### src/rtl/bcd_mod_counter.sv
// bcd_mod_counter: parametrised multi-digit packed-BCD modulo counter.
//
// Counts 0..MODULUS-1 in packed BCD, up or down, with a synchronous preset and a
// zero-latency carry/borrow pulse. Instances cascade by wiring carry_out_o of one
// stage to en_i of the next stage.
//
// Parameters:
//   DIGITS      number of BCD digits (1..4)
//   MODULUS     count modulus (2..10**DIGITS)
//
// Ports:
//   clk_i       system clock, rising edge
//   cr_ni       asynchronous active-low clear
//   en_i        count enable, one step per edge
//   up_i        direction, 1 = up, 0 = down
//   load_i      synchronous preset strobe (wins over en_i)
//   load_val_i  packed BCD preset value, digit 0 in [3:0]
//   bcd_o       current count, packed BCD, digit 0 in [3:0]
//   tc_o        terminal count: MODULUS-1 when counting up, 0 when counting down
//   carry_out_o cascade pulse, en_i & tc_o & ~load_i
//   load_err_o  registered preset-reject flag
//
// Build option:
//   BCD_MOD_COUNTER_LOAD_CHECK_EN  when defined, presets with a non-BCD nibble or a
//   value >= MODULUS are rejected (count holds, load_err_o set). When undefined,
//   load_err_o is tied low and every preset is stored unchecked.

module bcd_mod_counter #(
  parameter int unsigned DIGITS  = 2,
  parameter int unsigned MODULUS = 60
) (
  input  logic                  clk_i,
  input  logic                  cr_ni,
  input  logic                  en_i,
  input  logic                  up_i,
  input  logic                  load_i,
  input  logic [4*DIGITS-1:0]   load_val_i,
  output logic [4*DIGITS-1:0]   bcd_o,
  output logic                  tc_o,
  output logic                  carry_out_o,
  output logic                  load_err_o
);

  localparam int unsigned W        = 4 * DIGITS;
  localparam int unsigned ModLimit = 10 ** DIGITS;

  // Elaboration-time parameter check.
  if (DIGITS < 1 || DIGITS > 4 || MODULUS < 2 || MODULUS > ModLimit) begin : gen_param_err
    $error("bcd_mod_counter: illegal parameters DIGITS=%0d MODULUS=%0d", DIGITS, MODULUS);
  end

  // Binary to packed BCD, used for the constant wrap value only.
  function automatic logic [W-1:0] int_to_bcd(input int unsigned v);
    logic [W-1:0] r;
    int unsigned  t;
    r = '0;
    t = v;
    for (int i = 0; i < DIGITS; i++) begin
      r[4*i +: 4] = 4'(t % 10);
      t           = t / 10;
    end
    return r;
  endfunction

  // Ripple increment: a digit at 9 rolls to 0 and carries, any other pattern adds one.
  function automatic logic [W-1:0] bcd_inc(input logic [W-1:0] v);
    logic [W-1:0] r;
    logic [3:0]   d;
    logic         c;
    r = v;
    c = 1'b1;
    for (int i = 0; i < DIGITS; i++) begin
      d = v[4*i +: 4];
      if (c) begin
        if (d == 4'd9) begin
          r[4*i +: 4] = 4'd0;
          c           = 1'b1;
        end else begin
          r[4*i +: 4] = d + 4'd1;
          c           = 1'b0;
        end
      end
    end
    return r;
  endfunction

  // Ripple decrement: a digit at 0 rolls to 9 and borrows, any other pattern subtracts one.
  function automatic logic [W-1:0] bcd_dec(input logic [W-1:0] v);
    logic [W-1:0] r;
    logic [3:0]   d;
    logic         b;
    r = v;
    b = 1'b1;
    for (int i = 0; i < DIGITS; i++) begin
      d = v[4*i +: 4];
      if (b) begin
        if (d == 4'd0) begin
          r[4*i +: 4] = 4'd9;
          b           = 1'b1;
        end else begin
          r[4*i +: 4] = d - 4'd1;
          b           = 1'b0;
        end
      end
    end
    return r;
  endfunction

  localparam logic [W-1:0] MaxBcd = int_to_bcd(MODULUS - 1);

  logic [W-1:0] bcd_q, bcd_d;
  logic [W-1:0] step_val;
  logic         at_max, at_zero;

  assign at_max  = (bcd_q == MaxBcd);
  assign at_zero = (bcd_q == '0);

  // Wrap check overrides the ripple result.
  always_comb begin
    step_val = bcd_q;
    if (up_i) begin
      step_val = at_max ? '0 : bcd_inc(bcd_q);
    end else begin
      step_val = at_zero ? MaxBcd : bcd_dec(bcd_q);
    end
  end

  assign tc_o        = up_i ? at_max : at_zero;
  assign carry_out_o = en_i & tc_o & ~load_i;
  assign bcd_o       = bcd_q;

`ifdef BCD_MOD_COUNTER_LOAD_CHECK_EN

  logic load_err_q, load_err_d;
  logic nibbles_ok;
  logic load_ok;

  always_comb begin
    nibbles_ok = 1'b1;
    for (int i = 0; i < DIGITS; i++) begin
      if (load_val_i[4*i +: 4] > 4'd9) begin
        nibbles_ok = 1'b0;
      end
    end
  end

  // For valid BCD the plain unsigned compare of packed values orders numerically.
  assign load_ok = nibbles_ok && (load_val_i <= MaxBcd);

  always_comb begin
    bcd_d      = bcd_q;
    load_err_d = load_err_q;
    if (load_i) begin
      if (load_ok) begin
        bcd_d      = load_val_i;
        load_err_d = 1'b0;
      end else begin
        load_err_d = 1'b1;
      end
    end else if (en_i) begin
      bcd_d      = step_val;
      load_err_d = 1'b0;
    end
  end

  always_ff @(posedge clk_i or negedge cr_ni) begin
    if (!cr_ni) begin
      bcd_q      <= '0;
      load_err_q <= 1'b0;
    end else begin
      bcd_q      <= bcd_d;
      load_err_q <= load_err_d;
    end
  end

  assign load_err_o = load_err_q;

`else

  always_comb begin
    bcd_d = bcd_q;
    if (load_i) begin
      bcd_d = load_val_i;
    end else if (en_i) begin
      bcd_d = step_val;
    end
  end

  always_ff @(posedge clk_i or negedge cr_ni) begin
    if (!cr_ni) begin
      bcd_q <= '0;
    end else begin
      bcd_q <= bcd_d;
    end
  end

  assign load_err_o = 1'b0;

`endif

endmodule

### config.mk
export PLATFORM = sky130hd
export DESIGN_NAME = bcd_mod_counter
export DESIGN_NICKNAME = d
export VERILOG_FILES = /design/src/rtl/bcd_mod_counter.sv
export SDC_FILE = /design/constraint.sdc
export NUM_CORES = 1
export LEC_CHECK = 0
export BUFFER_PORTS_ARGS = -buffer_cell sky130_fd_sc_hd__buf_2
export CAP_MARGIN = 5
export CORE_MARGIN = 2
export CORE_UTILIZATION = 40
export DETAILED_ROUTE_END_ITERATION = 16
export HOLD_SLACK_MARGIN = 0.12
export RECOVER_POWER = 25
export SLEW_MARGIN = 0
export SYNTH_ARGS = -nofsm -noshare
export SYNTH_HDL_FRONTEND = slang
export SYNTH_SLANG_ARGS = --single-unit
### constraint.sdc
create_clock -name clk_i -period 2.3 [get_ports clk_i]
set_clock_uncertainty 0.1 [all_clocks]
set_input_delay 0.115 -clock clk_i [delete_from_list [all_inputs] [get_ports clk_i]]
set_output_delay 0.115 -clock clk_i [all_outputs]
set_load 0.03 [all_outputs]
==> impl_metrics.yaml, run 1 <==
pwr:
  power_frac_comb_pct: 42.1
  internal_power_uw: 312
  seqPwrFrac_pct: 37.4
  leakagePower_uw: 0.000471
  powerDensity_nw_per_um2: 485
  p_switching_uw: 221
  ir_worst_vdd_mv: 0.321
  clock_power_share_pct: 20.5
  swShare_pct: 41.4
final_layout:
  fillers: 196
  drive_gt1_share_pct: 28.1
  final_cell_mix: "buf_2, o21ai_0, nand2_1"
  diodes: 0
  area_delta_synth_final_pct: 35.7
  fin_cells: 162
  largest_register_ffs: 8
  final_common_cell: "buf_2"
  multi_input_area_um2: 578
  layout.nets: 154
  seqCellArea_um2: 201
clock_tree:
  root_buffer: "clkbuf_4"
  cts_num_sinks: 8
  cts_max_level: 1
  cts_buffer_depth: 2
  cts_tree: "yes"
  clock_latency_ns: 0.26
  cts_made_buffers: 3
  clk_pin_slew_ns: 0.06
synth:
  synth_area_leader_cell: "dfrtp_1"
  synth_top_area_share_pct: 24.7
  yosys_register_bits: 8
  synth_edf_count: 0
  seq_area_frac_synth_pct: 24.7
  syn_inst: 108
  ys.flop_type: "dfrtp_1"
  synth_top_cells_by_area: "dfrtp_1, o21ai_0, ha_1, nand2_1, inv_1"
  synth_cell_types: 42
  yosys_warnings: 0
  async_flop_share_pct: 100
  syn_area_um2: 810
  synth_nets: 125
  syn_avg_cell_area_um2: 7.50
global_route:
  grt_antenna_before_repair: 0
  grt_pass1_wl_um: 3740
  grt_pass1_vias: 861
  grt_max_degree: 21
  grt_overflow_total: 0
  grtUsageTotal_pct: 19.6
sta:
  timing.fmax_ghz: 0.461
  layout_setup_ws_ns: 0.133
  worst_pin_slew_ns: 0.530
  hold_violations: 0
  rsz0062_at_grt: "false"
  finalCriticalPeriod_ns: 2.17
  finalSetupViolCount: 0
  setup_tns_ns: 0
  finalMaxSlewViolations: 0
  period_share_pct: 94.2
  slew_headroom_pct: 64.7
detailed_routing:
  vias_per_cell: 5.72
  num_vias: 926
  drc: 0
  dr.first_iter.drc_count: 19
  routed_wl_um: 2260
  detail_route.first_pass.iterations: 4
  postRouteAntennaNets: 0
  wl_per_cell_um: 13.9
worst_setup_path:
  startpoint_type: "flip-flop"
  crit_type: "reg -> out"
  reg2reg_setup_slack_ns: 0.16
  crit_arrival_ns: 1.95
  required_ns: 2.09
  cp_max_fo: 6
  critical_path.endpoint_type: "primary output"
outcome:
  outcome: "finished clean"
job:
  cap_violations: 0
floorplan:
  core_um2: 1940
  initial_core_util_pct: 41.7
  rows: 16
  io_pins: 24
  die_h_um: 49.0
  dieArea_um2: 2400
  die_w_um: 49.0
hold_path:
  hold_class: "in -> reg"
place:
  gp_congestion: 0.817
  hpwl_um: 1480
  pre_cts_ws_ns: 0.280
  numPortBuffers: 22
  placed_cells: 148
==> worst max-delay path: stages, from the launching register on <==
cell,delay [ns]
dfrtp_2,0.45
inv_4,0.08
ha_4,0.13
or3b_4,0.39
nor3_4,0.12
a41oi_2,0.07
nor4_4,0.28
buf_6,0.17
==> final cells by class <==
cell class              instances  area share, %
multi-input cells              83           52.6
repair buffers                 35           21.6
flip-flops and latches          8           18.3
well taps                      27           3.08
inverters                       6           2.28
clock buffers                   3           2.05
==> path summary, 6_finish.rpt <==
path,startpoint,to,depth (start not counted)
min,en_i,bcd_o[1]$_DFFE_PN0P_,3
min in group asynchronous,cr_ni,bcd_o[3]$_DFFE_PN0P_,2
max,bcd_o[1]$_DFFE_PN0P_,carry_out_o,7
max in group asynchronous,cr_ni,bcd_o[1]$_DFFE_PN0P_,2
max reg2reg,bcd_o[1]$_DFFE_PN0P_,bcd_o[3]$_DFFE_PN0P_,8
min reg2reg,bcd_o[1]$_DFFE_PN0P_,bcd_o[1]$_DFFE_PN0P_,2
==> logic make-up (layout without fill, tap and decap cells) <==
family / Yosys count / after routing / share of synthesized area, %
and+or+nand+nor: 38 / 38 / 23.8
AOI/OAI and AO/OA: 36 / 36 / 30.3
buffers and inverters: 17 / 44 / 9.89
DFF: 8 / 8 / 24.7
adders and majority gates: 4 / 4 / 6.18
xor gates and xnor gates: 3 / 3 / 3.25
other: 1 / 1 / 0.463
muxes: 1 / 1 / 1.39
==> Yosys cell counts (2+ instances only) <==
library cell and n:
nand2_1 13, o21ai_0 13, dfrtp_1 8, inv_1 6, nor2_1 6, clkbuf_1 5
buf_2 4, ha_1 4, nand3_1 3, nor3_1 3, o31ai_1 3, a211oi_1 2
a21oi_1 2, a22oi_1 2, and3_1 2, nand4b_1 2, nor2b_1 2, nor4_1 2
o21a_1 2, xor2_1 2
==> what timing repair did <==
action                                  in CTS  in global routing
endpoints found under the setup margin       1                  3
hold buffers                                10                  0
pin swaps                                    0                  2
hold endpoints to repair                    16                  0
setup buffers                                0                  1
cloned                                       0                  0
resized for setup                            1                 11
==> stage by stage <==
stage / utilization (%) / area [µm²] / total power (µW) / hold WS (ns)
global route: 56.6 / 1100 / 575 / 0.165
floorplan: - / 825 / 343 / -0.281
finish: 56.6 / 1100 / 532 / 0.158
CTS: 54.1 / 1050 / 516 / 0.128
detailed placement: 47.7 / 926 / 393 / -0.132
global placement: 47.7 / 926 / 391 / -0.133
==> power groups by stage <==
stage               Clock [µW]  Sequential (µW)  Combinational, µW
floorplan                    0              207                136
detailed placement           0              197                196
finish                     109              199                224
global placement             0              197                194
global route               122              205                248
CTS                        109              195                211
==> routing by layer <==
metal	global-route usage, %	part of all wire, %
met1	24.1	41
met2	33.3	53
met3	4.60	4.3
met4	6.67	2.1
met5	0	0
Note: power is estimated with default switching activity, not from simulation.
==> run 2: changes to the inputs <==
Settings changed: BUFFER_PORTS_ARGS -buffer_cell sky130_fd_sc_hd__buf_2 to not set, DONT_BUFFER_PORTS set to 1.
Clock period 2.3 ns to 2 ns, I/O delays scaled along.
==> impl_metrics.yaml, run 2 (synthesis results as in run 1) <==
detailed_routing:
  routed_wl_um: 2380
  drc: 0
  detail_route.first_pass.iterations: 4
  postRouteAntennaNets: 0
  dr.first_iter.drc_count: 25
  vias_per_cell: 5.69
  wl_per_cell_um: 15.0
  num_vias: 905
global_route:
  met2_usage_pct: 38.6
  grtUsageTotal_pct: 21.9
  grt_pass1_vias: 883
  grt_pass1_wl_um: 4000
  grt.busiest_layer: "met2"
  grt_use_met1_pct: 24.2
  grt_antenna_before_repair: 0
  grt_max_degree: 17
  met3_usage_pct: 5.83
  grt_overflow_total: 0
pwr:
  leakagePower_uw: 0.000466
  ir_worst_vdd_mv: 0.515
  powerDensity_nw_per_um2: 568
  p_total_uw: 653
clock_tree:
  cts_tree: "yes"
  cts_num_sinks: 8
  clk_pin_slew_ns: 0.07
  root_buffer: "clkbuf_4"
  cts_buffer_depth: 2
  cts_max_level: 1
  clock_latency_ns: 0.28
  cts_made_buffers: 3
final_layout:
  drive_gt1_share_pct: 26.5
  final_common_cell: "buf_4"
  diodes: 0
  final_cell_mix: "buf_4, o21ai_0, nand2_1, dlygate4sd3_1, dfrtp_1"
  layout.nets: 150
  largest_register_ffs: 8
  area_delta_synth_final_pct: 41.9
  fin_cells: 159
hold_path:
  min_from: "up_i"
  hold_class: "in -> reg"
  min_to: "bcd_o[3]$_DFFE_PN0P_"
  hold_depth: 3
floorplan:
  rows: 16
  core_um2: 1940
  dieArea_um2: 2400
  die_w_um: 49.0
  initial_core_util_pct: 41.7
  io_pins: 24
  die_h_um: 49.0
sta:
  finalSetupViolCount: 3
  period_share_pct: 107
  finalCriticalPeriod_ns: 2.15
  hold_violations: 0
  worst_pin_slew_ns: 0.569
  slew_headroom_pct: 62.0
  finalMaxSlewViolations: 0
  timing.fmax_ghz: 0.465
  rsz0062_at_grt: "true"
  layout_setup_ws_ns: -0.149
outcome:
  outcome: "finished, violations left"
  violations: "setup timing"
job:
  cap_violations: 0
worst_setup_path:
  reg2reg_setup_slack_ns: -0.03
  required_ns: 1.80
  crit_arrival_ns: 1.95
  cp_max_fo: 2
  reg2reg_depth: 8
  critical_path.endpoint_type: "primary output"
  r2r_end: "bcd_o[6]$_DFFE_PN0P_"
  startpoint_type: "flip-flop"
  crit_type: "reg -> out"
  r2r-start: "bcd_o[0]$_DFFE_PN0P_"
place:
  placed_cells: 137
  gp_congestion: 0.844
  numPortBuffers: 0
  hpwl_um: 1530
## run 2: report_power, final
part / total [µW] / internal, µW / switching, µW
registers: 211 / 180 / 30.9
logic: 294 / 126 / 169
clock network: 147 / 77.1 / 70.1
total: 653 / 383 / 270
## run 2: what timing repair did
| item | 4_1_cts | 5_1_grt |
|---|---|---|
| setup endpoints to repair | 3 | 5 |
| setup buffers | 5 | 0 |
| cloned | 0 | 0 |
| resized for setup | 5 | 1 |
| hold buffers | 13 | 0 |
| pin swaps | 2 | 2 |
| endpoints found under the hold margin | 16 | 0 |
## run 2: layer usage
metal	up-vias	share of wire (%)
met5	-	0
met4	0	1.8
met3	4	6.0
met2	33	52
met1	432	41
li1	436	-
## run 2: worst max path at each step
stage / to / cells after the start / slack [ns] / startpoint
floorplan: carry_out_o / 7 / -0.07 / bcd_o[1]$_DFFE_PN0P_
global placement: bcd_o[6]$_DFFE_PN0P_ / 7 / 0.06 / bcd_o[0]$_DFFE_PN0P_
detailed placement: bcd_o[6]$_DFFE_PN0P_ / 7 / 0.02 / bcd_o[1]$_DFFE_PN0P_
CTS: carry_out_o / 7 / -0.15 / bcd_o[0]$_DFFE_PN0P_
global route: carry_out_o / 7 / -0.26 / bcd_o[0]$_DFFE_PN0P_
finish: carry_out_o / 7 / -0.15 / bcd_o[0]$_DFFE_PN0P_
## run 2: cell type report
class                           count  area [µm²]
Clock buffer                        4        26.3
Fill cell                         190         793
Timing Repair Buffer               31         269
Sequential cell                     8         203
Inverter                            6        22.5
Multi-Input combinational cell     83         594
Tap cell                           27        33.8
## run 2: stage by stage
step | instance area, µm² | setup TNS, ns | hold WS [ns] | worst slack [ns] | utilization, %
4_1_cts | 1150 | -0.242 | 0.122 | -0.145 | 59.0
2_1_floorplan | 867 | -0.0656 | -0.296 | -0.0656 | -
3_3_place_gp | 935 | 0 | -0.295 | 0.0637 | 48.1
3_5_place_dp | 935 | 0 | -0.295 | 0.0175 | 48.1
6_report | 1150 | -0.291 | 0.0917 | -0.149 | 59.1
5_1_grt | 1150 | -0.662 | 0.165 | -0.256 | 59.1
## run 2: critical path: stages (launching register included)
cell and delay, ns:
dfrtp_2 0.43, inv_2 0.08, ha_4 0.12, or3b_4 0.40, nor3_4 0.12, a41oi_2 0.07
nor4_4 0.24, buf_4 0.19
